### config.mk
export PLATFORM = sky130hd
export DESIGN_NAME = branch_stall_ctrl
export DESIGN_NICKNAME = d
export VERILOG_FILES = /design/src/rtl/branch_ctrl_pkg.sv /design/src/rtl/ctrl_opcode_decode.sv /design/src/rtl/branch_stall_ctrl.sv
export SDC_FILE = /design/constraint.sdc
export NUM_CORES = 1
export LEC_CHECK = 0
export ABC_AREA = 1
export BUFFER_PORTS_ARGS = -buffer_cell sky130_fd_sc_hd__buf_2
export CAP_MARGIN = 40
export CORE_UTILIZATION = 30
export CTS_BUF_LIST = sky130_fd_sc_hd__clkbuf_4 sky130_fd_sc_hd__clkbuf_8
export DETAILED_ROUTE_END_ITERATION = 16
export GPL_ROUTABILITY_DRIVEN = 0
export PLACE_DENSITY = 0.56
export SYNTH_ARGS = -nofsm -noshare
export SYNTH_HDL_FRONTEND = slang
export SYNTH_SLANG_ARGS = --single-unit
export TNS_END_PERCENT = 30
### constraint.sdc
create_clock -name clk -period 1.1 [get_ports clk]
set_clock_uncertainty 0.1 [all_clocks]
set_input_delay 0.055 -clock clk [delete_from_list [all_inputs] [get_ports clk]]
set_output_delay 0.055 -clock clk [all_outputs]
set_load 0.005 [all_outputs]
### src/rtl/branch_ctrl_pkg.sv
// Shared constants and types for the branch/jump stall controller.
package branch_ctrl_pkg;

  localparam logic [4:0] OP_J    = 5'b00100;
  localparam logic [4:0] OP_JR   = 5'b00101;
  localparam logic [4:0] OP_JAL  = 5'b00110;
  localparam logic [4:0] OP_JALR = 5'b00111;
  localparam logic [4:0] OP_BEQZ = 5'b01100;
  localparam logic [4:0] OP_BNEZ = 5'b01101;
  localparam logic [4:0] OP_BLTZ = 5'b01110;
  localparam logic [4:0] OP_BGEZ = 5'b01111;

  localparam int unsigned WAIT_CNT_W = 4;

  typedef enum logic {
    RUN  = 1'b0,
    WAIT = 1'b1
  } state_t;

endpackage

### src/rtl/ctrl_opcode_decode.sv
// Classifies an IF/ID opcode as a conditional branch or an unconditional jump.
module ctrl_opcode_decode
  import branch_ctrl_pkg::*;
(
  input  logic [4:0] opcode,
  output logic       is_branch,
  output logic       is_jump
);

  always_comb begin
    is_branch = 1'b0;
    is_jump   = 1'b0;
    case (opcode)
      OP_BEQZ, OP_BNEZ, OP_BLTZ, OP_BGEZ: is_branch = 1'b1;
      OP_J, OP_JR, OP_JAL, OP_JALR:       is_jump   = 1'b1;
      default: ;
    endcase
  end

endmodule

### src/rtl/branch_stall_ctrl.sv
// Freezes fetch and bubbles IF/ID from control-instruction detect until EX resolves it.
// Optional counters stall_cycles/redirects are built when BRANCH_STALL_STATS_EN is defined.
module branch_stall_ctrl
  import branch_ctrl_pkg::*;
#(
  parameter int unsigned MAX_WAIT = 4
) (
  input  logic        clk,
  input  logic        rst,
  input  logic [4:0]  opcode_id,
  input  logic        valid_id,
  input  logic        resolve_ex,
  input  logic        taken_ex,
  input  logic        mem_stall,
  output logic        pc_hold,
  output logic        ifid_hold,
  output logic        ifid_flush,
  output logic        pc_redirect,
  output logic        busy,
  output logic        timeout
`ifdef BRANCH_STALL_STATS_EN
  ,
  output logic [15:0] stall_cycles,
  output logic [15:0] redirects
`endif
);

  localparam logic [WAIT_CNT_W-1:0] LAST_CNT = WAIT_CNT_W'(MAX_WAIT - 1);

  state_t                state, state_nxt;
  logic [WAIT_CNT_W-1:0] wait_cnt, wait_cnt_nxt;
  logic                  is_jump_q, is_jump_nxt;
  logic                  is_branch, is_jump, is_ctrl;

  ctrl_opcode_decode u_decode (
    .opcode    (opcode_id),
    .is_branch (is_branch),
    .is_jump   (is_jump)
  );

  assign is_ctrl = valid_id & (is_branch | is_jump);

  always_ff @(posedge clk or negedge rst) begin
    if (!rst) begin
      state     <= RUN;
      wait_cnt  <= '0;
      is_jump_q <= 1'b0;
    end else begin
      state     <= state_nxt;
      wait_cnt  <= wait_cnt_nxt;
      is_jump_q <= is_jump_nxt;
    end
  end

  always_comb begin
    state_nxt    = state;
    wait_cnt_nxt = wait_cnt;
    is_jump_nxt  = is_jump_q;
    pc_hold      = 1'b0;
    ifid_hold    = 1'b0;
    ifid_flush   = 1'b0;
    pc_redirect  = 1'b0;
    busy         = 1'b0;
    timeout      = 1'b0;

    // Outputs are forced quiet for the whole reset assertion, including mid-WAIT aborts.
    if (!rst) begin
      state_nxt = RUN;
    end else if (mem_stall) begin
      pc_hold   = 1'b1;
      ifid_hold = 1'b1;
      busy      = (state == WAIT);
    end else begin
      case (state)
        RUN: begin
          if (is_ctrl) begin
            pc_hold      = 1'b1;
            ifid_flush   = 1'b1;
            is_jump_nxt  = is_jump;
            wait_cnt_nxt = '0;
            state_nxt    = WAIT;
          end
        end
        WAIT: begin
          pc_hold      = 1'b1;
          ifid_flush   = 1'b1;
          busy         = 1'b1;
          wait_cnt_nxt = wait_cnt + 1'b1;
          // Resolve takes priority over a watchdog expiry in the same cycle.
          if (resolve_ex) begin
            pc_hold     = 1'b0;
            pc_redirect = is_jump_q | taken_ex;
            state_nxt   = RUN;
          end else if (wait_cnt == LAST_CNT) begin
            timeout   = 1'b1;
            state_nxt = RUN;
          end
        end
        default: state_nxt = RUN;
      endcase
    end
  end

`ifdef BRANCH_STALL_STATS_EN
  always_ff @(posedge clk or negedge rst) begin
    if (!rst) begin
      stall_cycles <= '0;
      redirects    <= '0;
    end else begin
      if (pc_hold && !mem_stall && stall_cycles != '1)
        stall_cycles <= stall_cycles + 16'd1;
      if (pc_redirect && redirects != '1)
        redirects <= redirects + 16'd1;
    end
  end
`endif

endmodule
### Word level (Yosys, flattened, before mapping)

Cells that the tools add are included.

| operators by class | value |
|---|---|
| bitwise gates (word level) | 5 |
| $add $sub $neg | 1 |
| equal/unequal tests | 11 |
| mux-type cells | 31 |
| reduce and logical (&&, ||, !) cells | 4 |

Operators with widths:

| kind | number |
|---|---|
| $mux 1 | 26 |
| $eq 5x3->1 const B | 4 |
| $eq 5x4->1 const B | 4 |
| $pmux 4 s2 | 1 |
| $reduce_or 4->1 | 2 |
| $pmux 1 s2 | 3 |
| $add 4x1->4 const B | 1 |
| $eq 4x2->1 const B | 1 |
| $mux 4 | 1 |
| $ne 2x2->1 const B | 2 |
| $reduce_and 4->1 | 1 |
| $reduce_and 3->1 | 1 |
| $not 1->1 | 2 |
| $or 1x1->1 | 2 |
| $and 1x1->1 | 1 |

| word-level totals | value |
|---|---|
| flip-flop bits (word level) | 6 |
| logic and storage cells | 55 |
| output and inout bits | 6 |
| input port bits | 11 |

### Longest topological paths before layout

Gate-level depths: netlist of the first run.

| depth | value |
|---|---|
| depth in word-level cells | 9 |
| depth in mapped cells | 7 |
| gate-level depth less buffers | 7 |

### Cells and area by module

From an unflattened synthesis of the first run, not the netlist that was laid out.

| second synthesis, totals | value |
|---|---|
| cell total of the unflattened synthesis | 60 |
| area total of the unflattened synthesis | 407.9 µm² |

By module, submodules not included:

| module | seq. area each (µm²) | cells an instance | times used | area each (µm²) |
|---|---|---|---|---|
| branch_stall_ctrl | 150.1 | 55 | 1 | 386.6 |
| ctrl_opcode_decode | 0.0 | 5 | 1 | 21.3 |

### Least setup slack after synthesis of the first run

Ideal clock, no wire load.

| timing path | value |
|---|---|
| kind | register to register |
| start | reg state |
| end | reg is_jump_q |
| data required time | 877 ps |
| library setup time | 123 ps |
| arrival | 906 ps |
| cell stages (with the launch flop) | 5 |
| setup slack | -29 ps |
| buffers on the path | 0 |
| period minus slack after synthesis | 1129 ps |
| path through | dfrtp_1 inv_1 nand4_1 o21ai_0 nand2_1 |

| on the way | value |
|---|---|
| cells in the longest elaborated chain, start to end | 2 |

Ends and longest elaborated chain:

| item | RTL line | source |
|---|---|---|
| start: declaration | branch_stall_ctrl.sv:30 | `state_t state, state_nxt;` |
| start signal: assignment | branch_stall_ctrl.sv:49 | `state <= state_nxt;` |
| $not 1->1 (no source line) | - |  |
| $reduce_and 4->1 (no source line) | - |  |
| end signal: assignment | branch_stall_ctrl.sv:51 | `is_jump_q <= is_jump_nxt;` |
| end: declaration | branch_stall_ctrl.sv:32 | `logic is_jump_q, is_jump_nxt;` |

No other way between the ends.
A chain may end at the register's enable or synchronous reset.

### Worst setup path after layout of the first run

| timing path | value |
|---|---|
| start | reg state |
| end | out pc_hold |

| on the way | value |
|---|---|
| cells in the longest elaborated chain, start to end | 4 |

Ends and longest elaborated chain:

| item | RTL line | source |
|---|---|---|
| $not 1->1 (no source line) | - |  |
| $pmux 1 s2 * | branch_stall_ctrl.sv:74 | `case (state)` |
| $mux 1 * | branch_stall_ctrl.sv:69 | `end else if (mem_stall) begin` |
| $mux 1 * | branch_stall_ctrl.sv:67 | `if (!rst) begin` |
| end: declaration | branch_stall_ctrl.sv:15 | `output logic pc_hold,` |

Mark *: on every way between the ends. The rest lies on a longest branch, timed or not.

==> impl_metrics.env, run 1 <==
export IMPL_viasPerCell=4.63
export IMPL_drt_drc_violations_left=0
export IMPL_final_core_area_utilization_pct=52.4
export IMPL_violated_checks="negative setup slack"
export IMPL_synth_top_cell_area_share_pct=33.7
export IMPL_timing_hold_ws_ns=0.0332
export IMPL_irDropWorstVdd_mv=0.426
export IMPL_reg2reg_setup_slack_ns=-0.11
export IMPL_synth_top_cells_by_count="nand2_1, inv_1, nand3_1, nor2_1, dfrtp_1"
export IMPL_io_buffer_count=16
export IMPL_cp_data_required_time_ns=0.94
export IMPL_design_power_total_mw=0.674
export IMPL_most_repeated_cell_in_the_gate_level_netlist_after_synthesis="nand2_1"
export IMPL_setup_ws_ns=-0.225
export IMPL_totalNegativeSetupSlack_ns=-0.974
export IMPL_clk_transition_reported_paths_ns=0.06
export IMPL_routed_wire_length_per_instance_um=10.7
export IMPL_area_delta_synth_final_pct=57.0
export IMPL_finalSetupViolCount=9
export IMPL_htreeDepth=1
export IMPL_antenna_cells_inserted=0
export IMPL_max_slew_worst_pin_slew_ns=0.306
export IMPL_clock_sinks=6
export IMPL_synth_top_cells_by_area="dfrtp_1, nand2_1, nand3_1"
export IMPL_fillers=141
export IMPL_cts_tree="built"
export IMPL_register_bit_count_reported_by_yosys=6
export IMPL_groute_usage_overall_pct=18.2
export IMPL_drc_marker_count_from_the_first_detailed_route_iteration=8
export IMPL_floorplan_core_area_um2=1330
export IMPL_vias_in_the_first_global_route=451
export IMPL_final_layout_size_suffix_gt1_share_pct=46.5
export IMPL_syn_area_per_cell_um2=6.65
export IMPL_synth_warnings=0
export IMPL_cp_buffers_inverters=2
export IMPL_detail_route_first_pass_iterations=4
export IMPL_class_of_the_tightest_hold_or_removal_check="in2reg"
export IMPL_top_level_ports=17
export IMPL_globalRouteOverflowTotal=0
export IMPL_number_of_slew_limit_violations_in_the_final_report=0
export IMPL_wl_um=1220
export IMPL_cp_cell_sequence="inv_2 -> nand4_1 -> a21oi_1 -> buf_2"
export IMPL_rows=13
export IMPL_syn_area_um2=445
export IMPL_async_flop_share_pct=100
export IMPL_fp_dieH_um=40.5
export IMPL_antenna_found_initial=0
export IMPL_setup_worst_path_end_class="primary output"
export IMPL_global_route_wire_length_before_repair_um=1880
export IMPL_run_status="complete, but fails checks"
export IMPL_hold_viol=0
export IMPL_timing_critical_path_arrival_ns=1.17
export IMPL_post_route_period_util_pct=120
export IMPL_cp_launch_type="register"
export IMPL_synth_edff_count=0
export IMPL_critical_path_class="reg2out"
export IMPL_critPathMaxStageDelay_ns=0.41
export IMPL_initial_core_util_pct=33.4
export IMPL_die_w_um=40.5
export IMPL_worst_skew_pair_late_latency_ns=0.25
export IMPL_post_synth_num_cell_types=16
export IMPL_synth_yosys_seq_area_share_pct=33.7
export IMPL_critical_path_max_fanout=4
export IMPL_pre_cts_setup_slack_ns=-0.0189
export IMPL_fmaxAchievable_mhz=755
export IMPL_final_antenna_violating_net_count=0
export IMPL_synth_ff_type="dfrtp_1"
export IMPL_final_nets=113
export IMPL_clock_root_buffer="clkbuf_4"
export IMPL_slew_headroom_pct=79.5
export IMPL_vias=528
export IMPL_power_density_nw_per_um2=963
export IMPL_postSynthCellCount=67
export IMPL_critical_path_s_top_delay_family="flip-flops"
export IMPL_synth_top_cell_by_area="dfrtp_1"
export IMPL_rsz0062_at_grt="yes"
export IMPL_synth_fp_nets=79
export IMPL_p_leak_nw=0.389
export IMPL_post_dp_hpwl_um=822
export IMPL_cts_inserted_buffers=3
export IMPL_max_cap_violations=0
export IMPL_grt_start_max_net_pins=7
export IMPL_clock_tree_buffer_depth=2
export IMPL_die_area_um2=1640
export IMPL_slowest_cell_on_crit_path="dfrtp_1"
export IMPL_finalWorstPathRequiredPeriod_ns=1.32
-- power by group --
group          switching [mW]  internal, mW  total (mW)  leakage, nW
clock                  0.0917         0.124       0.216       0.0138
combinational          0.0966        0.0935       0.190        0.294
sequential             0.0212         0.247       0.268       0.0814
total                   0.209         0.464       0.674        0.389
-- final cells by class --
class | count | area (µm²) | share of cell area, %
clock buffers | 3 | 22.5 | 3.22
inverters | 13 | 48.8 | 6.98
multi-input cells | 48 | 273 | 39.0
flip-flops and latches | 6 | 150 | 21.5
well taps | 15 | 18.8 | 2.68
repair buffers | 29 | 186 | 26.7
-- layout by cell type, fill, tap and decap left out, types with 2 or more instances in the layout --
master,instances
nor2_2,2
nand4_1,2
nand2_1,13
o21ai_1,4
inv_1,8
nand3_1,9
dlygate4sd3_1,2
buf_2,16
buf_4,10
dfrtp_1,6
o21ai_2,2
nor2_1,6
inv_2,5
nand2_2,2
clkbuf_4,3
-- final timing paths --
| path | from | to | cells past startpoint |
|---|---|---|---|
| worst max-delay path | state$_DFFE_PN0N_ | pc_hold | 4 |
| worst min-delay path | mem_stall | state$_DFFE_PN0N_ | 4 |
| worst max register to register | state$_DFFE_PN0N_ | is_jump_q$_DFFE_PN0P_ | 5 |
| worst min register to register | wait_cnt[3]$_DFFE_PN0P_ | wait_cnt[3]$_DFFE_PN0P_ | 2 |
| max in group asynchronous | rst | wait_cnt[1]$_DFFE_PN0P_ | 3 |
| min in group asynchronous | rst | wait_cnt[0]$_DFFE_PN0P_ | 3 |
-- worst reg2reg max path, stage by stage (launching register included) --
cell	delay, ns
dfrtp_1	0.41
inv_2	0.12
nand4_1	0.12
buf_4	0.17
o21ai_2	0.10
nand2_1	0.06
-- repair_timing --
item                       CTS  global route
buffers inserted             4             1
hold endpoints to repair     6             1
resized for setup            7             7
setup endpoints to repair    8             9
pin swaps                    4             1
hold buffers                 1             1
-- sequential cells by signal, indices dropped and copies added (netlist names) --
| register | flops |
|---|---|
| is_jump_q | 1 |
| wait_cnt | 4 |
| state | 1 |
-- stage by stage --
stage / instances / area, µm²
detailed placement: 104 / 589
global route: 114 / 699
floorplan: 67 / 445
global placement: 104 / 589
CTS: 112 / 667
finish: 114 / 699
-- layer usage --
metal  wire (µm)  GRT usage (%)  vias up
met5           0              0        -
met4          31           10.0        0
met3          31           5.00        4
met2         629           29.4       10
met1         522           21.4      235
li1            -              -      279
-- logic make-up after synthesis --
group,count (synthesis),synth area share [%]
xor+xnor,1,1.97
compound gates,9,13.5
simple gates,37,37.1
flops,6,33.7
buf+inv,13,11.0
fa+ha+maj,1,2.81
No activity file was read; power rests on OpenSTA's default activity.
==> run 2: changes to the inputs <==
==> constraint.sdc (replaced) <==
create_clock -name clk -period 1.1 [get_ports clk]
set_clock_uncertainty 0.1 [all_clocks]
set_input_delay 0.11 -clock clk [delete_from_list [all_inputs] [get_ports clk]]
set_output_delay 0.11 -clock clk [all_outputs]
set_load 0.005 [all_outputs]
==> impl_metrics.env, run 2 (synthesized netlist as in run 1, its figures left out) <==
export IMPL_cp_data_required_time_ns=0.89
export IMPL_globalRouteOverflowTotal=0
export IMPL_run_status="complete, but fails checks"
export IMPL_worst_skew_pair_late_latency_ns=0.25
export IMPL_class_of_the_tightest_hold_or_removal_check="in2reg"
export IMPL_hold_viol=0
export IMPL_timing_rr_end="wait_cnt[2]$_DFFE_PN0P_"
export IMPL_finalSetupViolCount=8
export IMPL_final_layout_size_suffix_gt1_share_pct=42.3
export IMPL_rows=13
export IMPL_routed_wire_length_per_instance_um=10.2
export IMPL_detail_route_first_pass_iterations=4
export IMPL_critical_path_reg2reg_startpoint="wait_cnt[0]$_DFFE_PN0P_"
export IMPL_clock_tree_buffer_depth=2
export IMPL_final_antenna_violating_net_count=0
export IMPL_die_w_um=40.5
export IMPL_cts_tree="built"
export IMPL_clk_transition_reported_paths_ns=0.05
export IMPL_cp_launch_type="register"
export IMPL_most_frequent_cells_in_the_layout="buf_2, nand2_1, buf_4"
export IMPL_area_delta_synth_final_pct=50.6
export IMPL_die_area_um2=1640
export IMPL_top_level_ports=17
export IMPL_fp_dieH_um=40.5
export IMPL_rsz0062_at_grt="yes"
export IMPL_max_slew_worst_pin_slew_ns=0.276
export IMPL_setup_worst_path_end="pc_hold"
export IMPL_timing_critical_path_arrival_ns=1.11
export IMPL_vias=519
export IMPL_number_of_slew_limit_violations_in_the_final_report=0
export IMPL_setup_ws_ns=-0.224
export IMPL_layout_cells_most_common="buf_2"
export IMPL_post_dp_hpwl_um=864
export IMPL_grt_start_max_net_pins=7
export IMPL_totalNegativeSetupSlack_ns=-0.994
export IMPL_htreeDepth=1
export IMPL_antenna_cells_inserted=0
export IMPL_power_density_nw_per_um2=974
export IMPL_multi_input_comb_area_um2=265
export IMPL_reg2reg_setup_slack_ns=-0.11
export IMPL_flip_flop_count_of_the_largest_register_after_layout=4
export IMPL_floorplan_core_area_um2=1330
export IMPL_slew_headroom_pct=81.5
export IMPL_timing_hold_ws_ns=0.0543
export IMPL_clock_sinks=6
export IMPL_initial_core_util_pct=33.4
export IMPL_seqCellArea_um2=150
export IMPL_critical_path_class="reg2out"
export IMPL_global_route_wire_length_before_repair_um=1660
export IMPL_fillers=143
export IMPL_worst_r2r_path_depth=5
export IMPL_fmaxAchievable_mhz=755
export IMPL_finalWorstPathRequiredPeriod_ns=1.32
export IMPL_design_power_total_mw=0.653
export IMPL_post_route_period_util_pct=120
export IMPL_max_flop_register="wait_cnt"
export IMPL_irDropWorstVdd_mv=0.710
export IMPL_final_nets=111
export IMPL_setup_worst_path_start="state$_DFFE_PN0N_"
export IMPL_groute_usage_overall_pct=16.8
export IMPL_drt_drc_violations_left=0
export IMPL_io_buffer_count=16
export IMPL_antenna_found_initial=0
export IMPL_setup_worst_path_end_class="primary output"
export IMPL_wl_um=1140
export IMPL_vias_in_the_first_global_route=401
export IMPL_reg_top3="wait_cnt x4, is_jump_q x1, state x1"
export IMPL_final_core_area_utilization_pct=50.3
export IMPL_p_leak_nw=0.384
export IMPL_violated_checks="negative setup slack"
export IMPL_critical_path_max_fanout=4
export IMPL_clock_root_buffer="clkbuf_4"
export IMPL_max_cap_violations=0
export IMPL_cts_inserted_buffers=3
export IMPL_drc_marker_count_from_the_first_detailed_route_iteration=6
export IMPL_viasPerCell=4.63
==> run 2: cell types whose count changed in the layout (fill, tap and decap cells not counted) <==
cell / delta
nor2_1: +2
nand2_2: -1
dlygate4sd3_1: -1
nor2_2: -2
inv_2: -1
inv_1: +1
buf_6: -1
nand2_1: +1
==> run 2: area by class of cell <==
type | instances | share of cell area (%)
multi-input combinational | 48 | 39.6
timing repair buffer | 27 | 24.6
sequential | 6 | 22.4
inverter | 13 | 7.28
clock buffer | 3 | 3.36
tap | 15 | 2.80
==> run 2: worst min-delay path by stage <==
stage                                        to  cells after the start  slack [ns]      start
final                         state$_DFFE_PN0N_                      3        0.05  mem_stall
after global routing          state$_DFFE_PN0N_                      3        0.06  mem_stall
after detailed placement  is_jump_q$_DFFE_PN0P_                      2       -0.04        rst
after CTS                     state$_DFFE_PN0N_                      3        0.05  mem_stall
after global placement    is_jump_q$_DFFE_PN0P_                      2       -0.04        rst
after floorplan           is_jump_q$_DFFE_PN0P_                      0       -0.29        rst
==> run 2: per-stage QoR <==
stage                     area (µm²)  worst slack (ns)  cells
after global placement           589           -0.0239    104
after detailed placement         589           -0.0533    104
final                            671            -0.224    112
after floorplan                  445          -0.00622     67
after CTS                        662            -0.285    112
after global routing             671            -0.340    112
==> run 2: worst max-delay path, cell delays in order (launching register included) <==
cell and delay (ns):
dfrtp_1 0.38, inv_2 0.10, nand4_1 0.12, a21oi_1 0.14, buf_2 0.12
==> run 2: report_power, final <==
group          leakage [nW]  internal [mW]  switching (mW)
registers            0.0814          0.247          0.0207
clock network        0.0138          0.124          0.0853
logic                 0.289         0.0835          0.0927
total                 0.384          0.454           0.199
==> run 2: routing by layer <==
layer,vias up,part of all wire (%),global-route usage [%]
li1,274,-,-
met1,232,44,19.7
met2,11,50,25.4
met3,2,4.3,8.33
met4,0,1.1,7.50
met5,-,0,0
==> run 2: repair_timing <==
action,in CTS,in global routing
hold buffers,1,0
buffers inserted,4,0
pin swaps,4,2
setup endpoints to repair,8,8
gates resized for setup,6,3
hold endpoints to repair,6,0
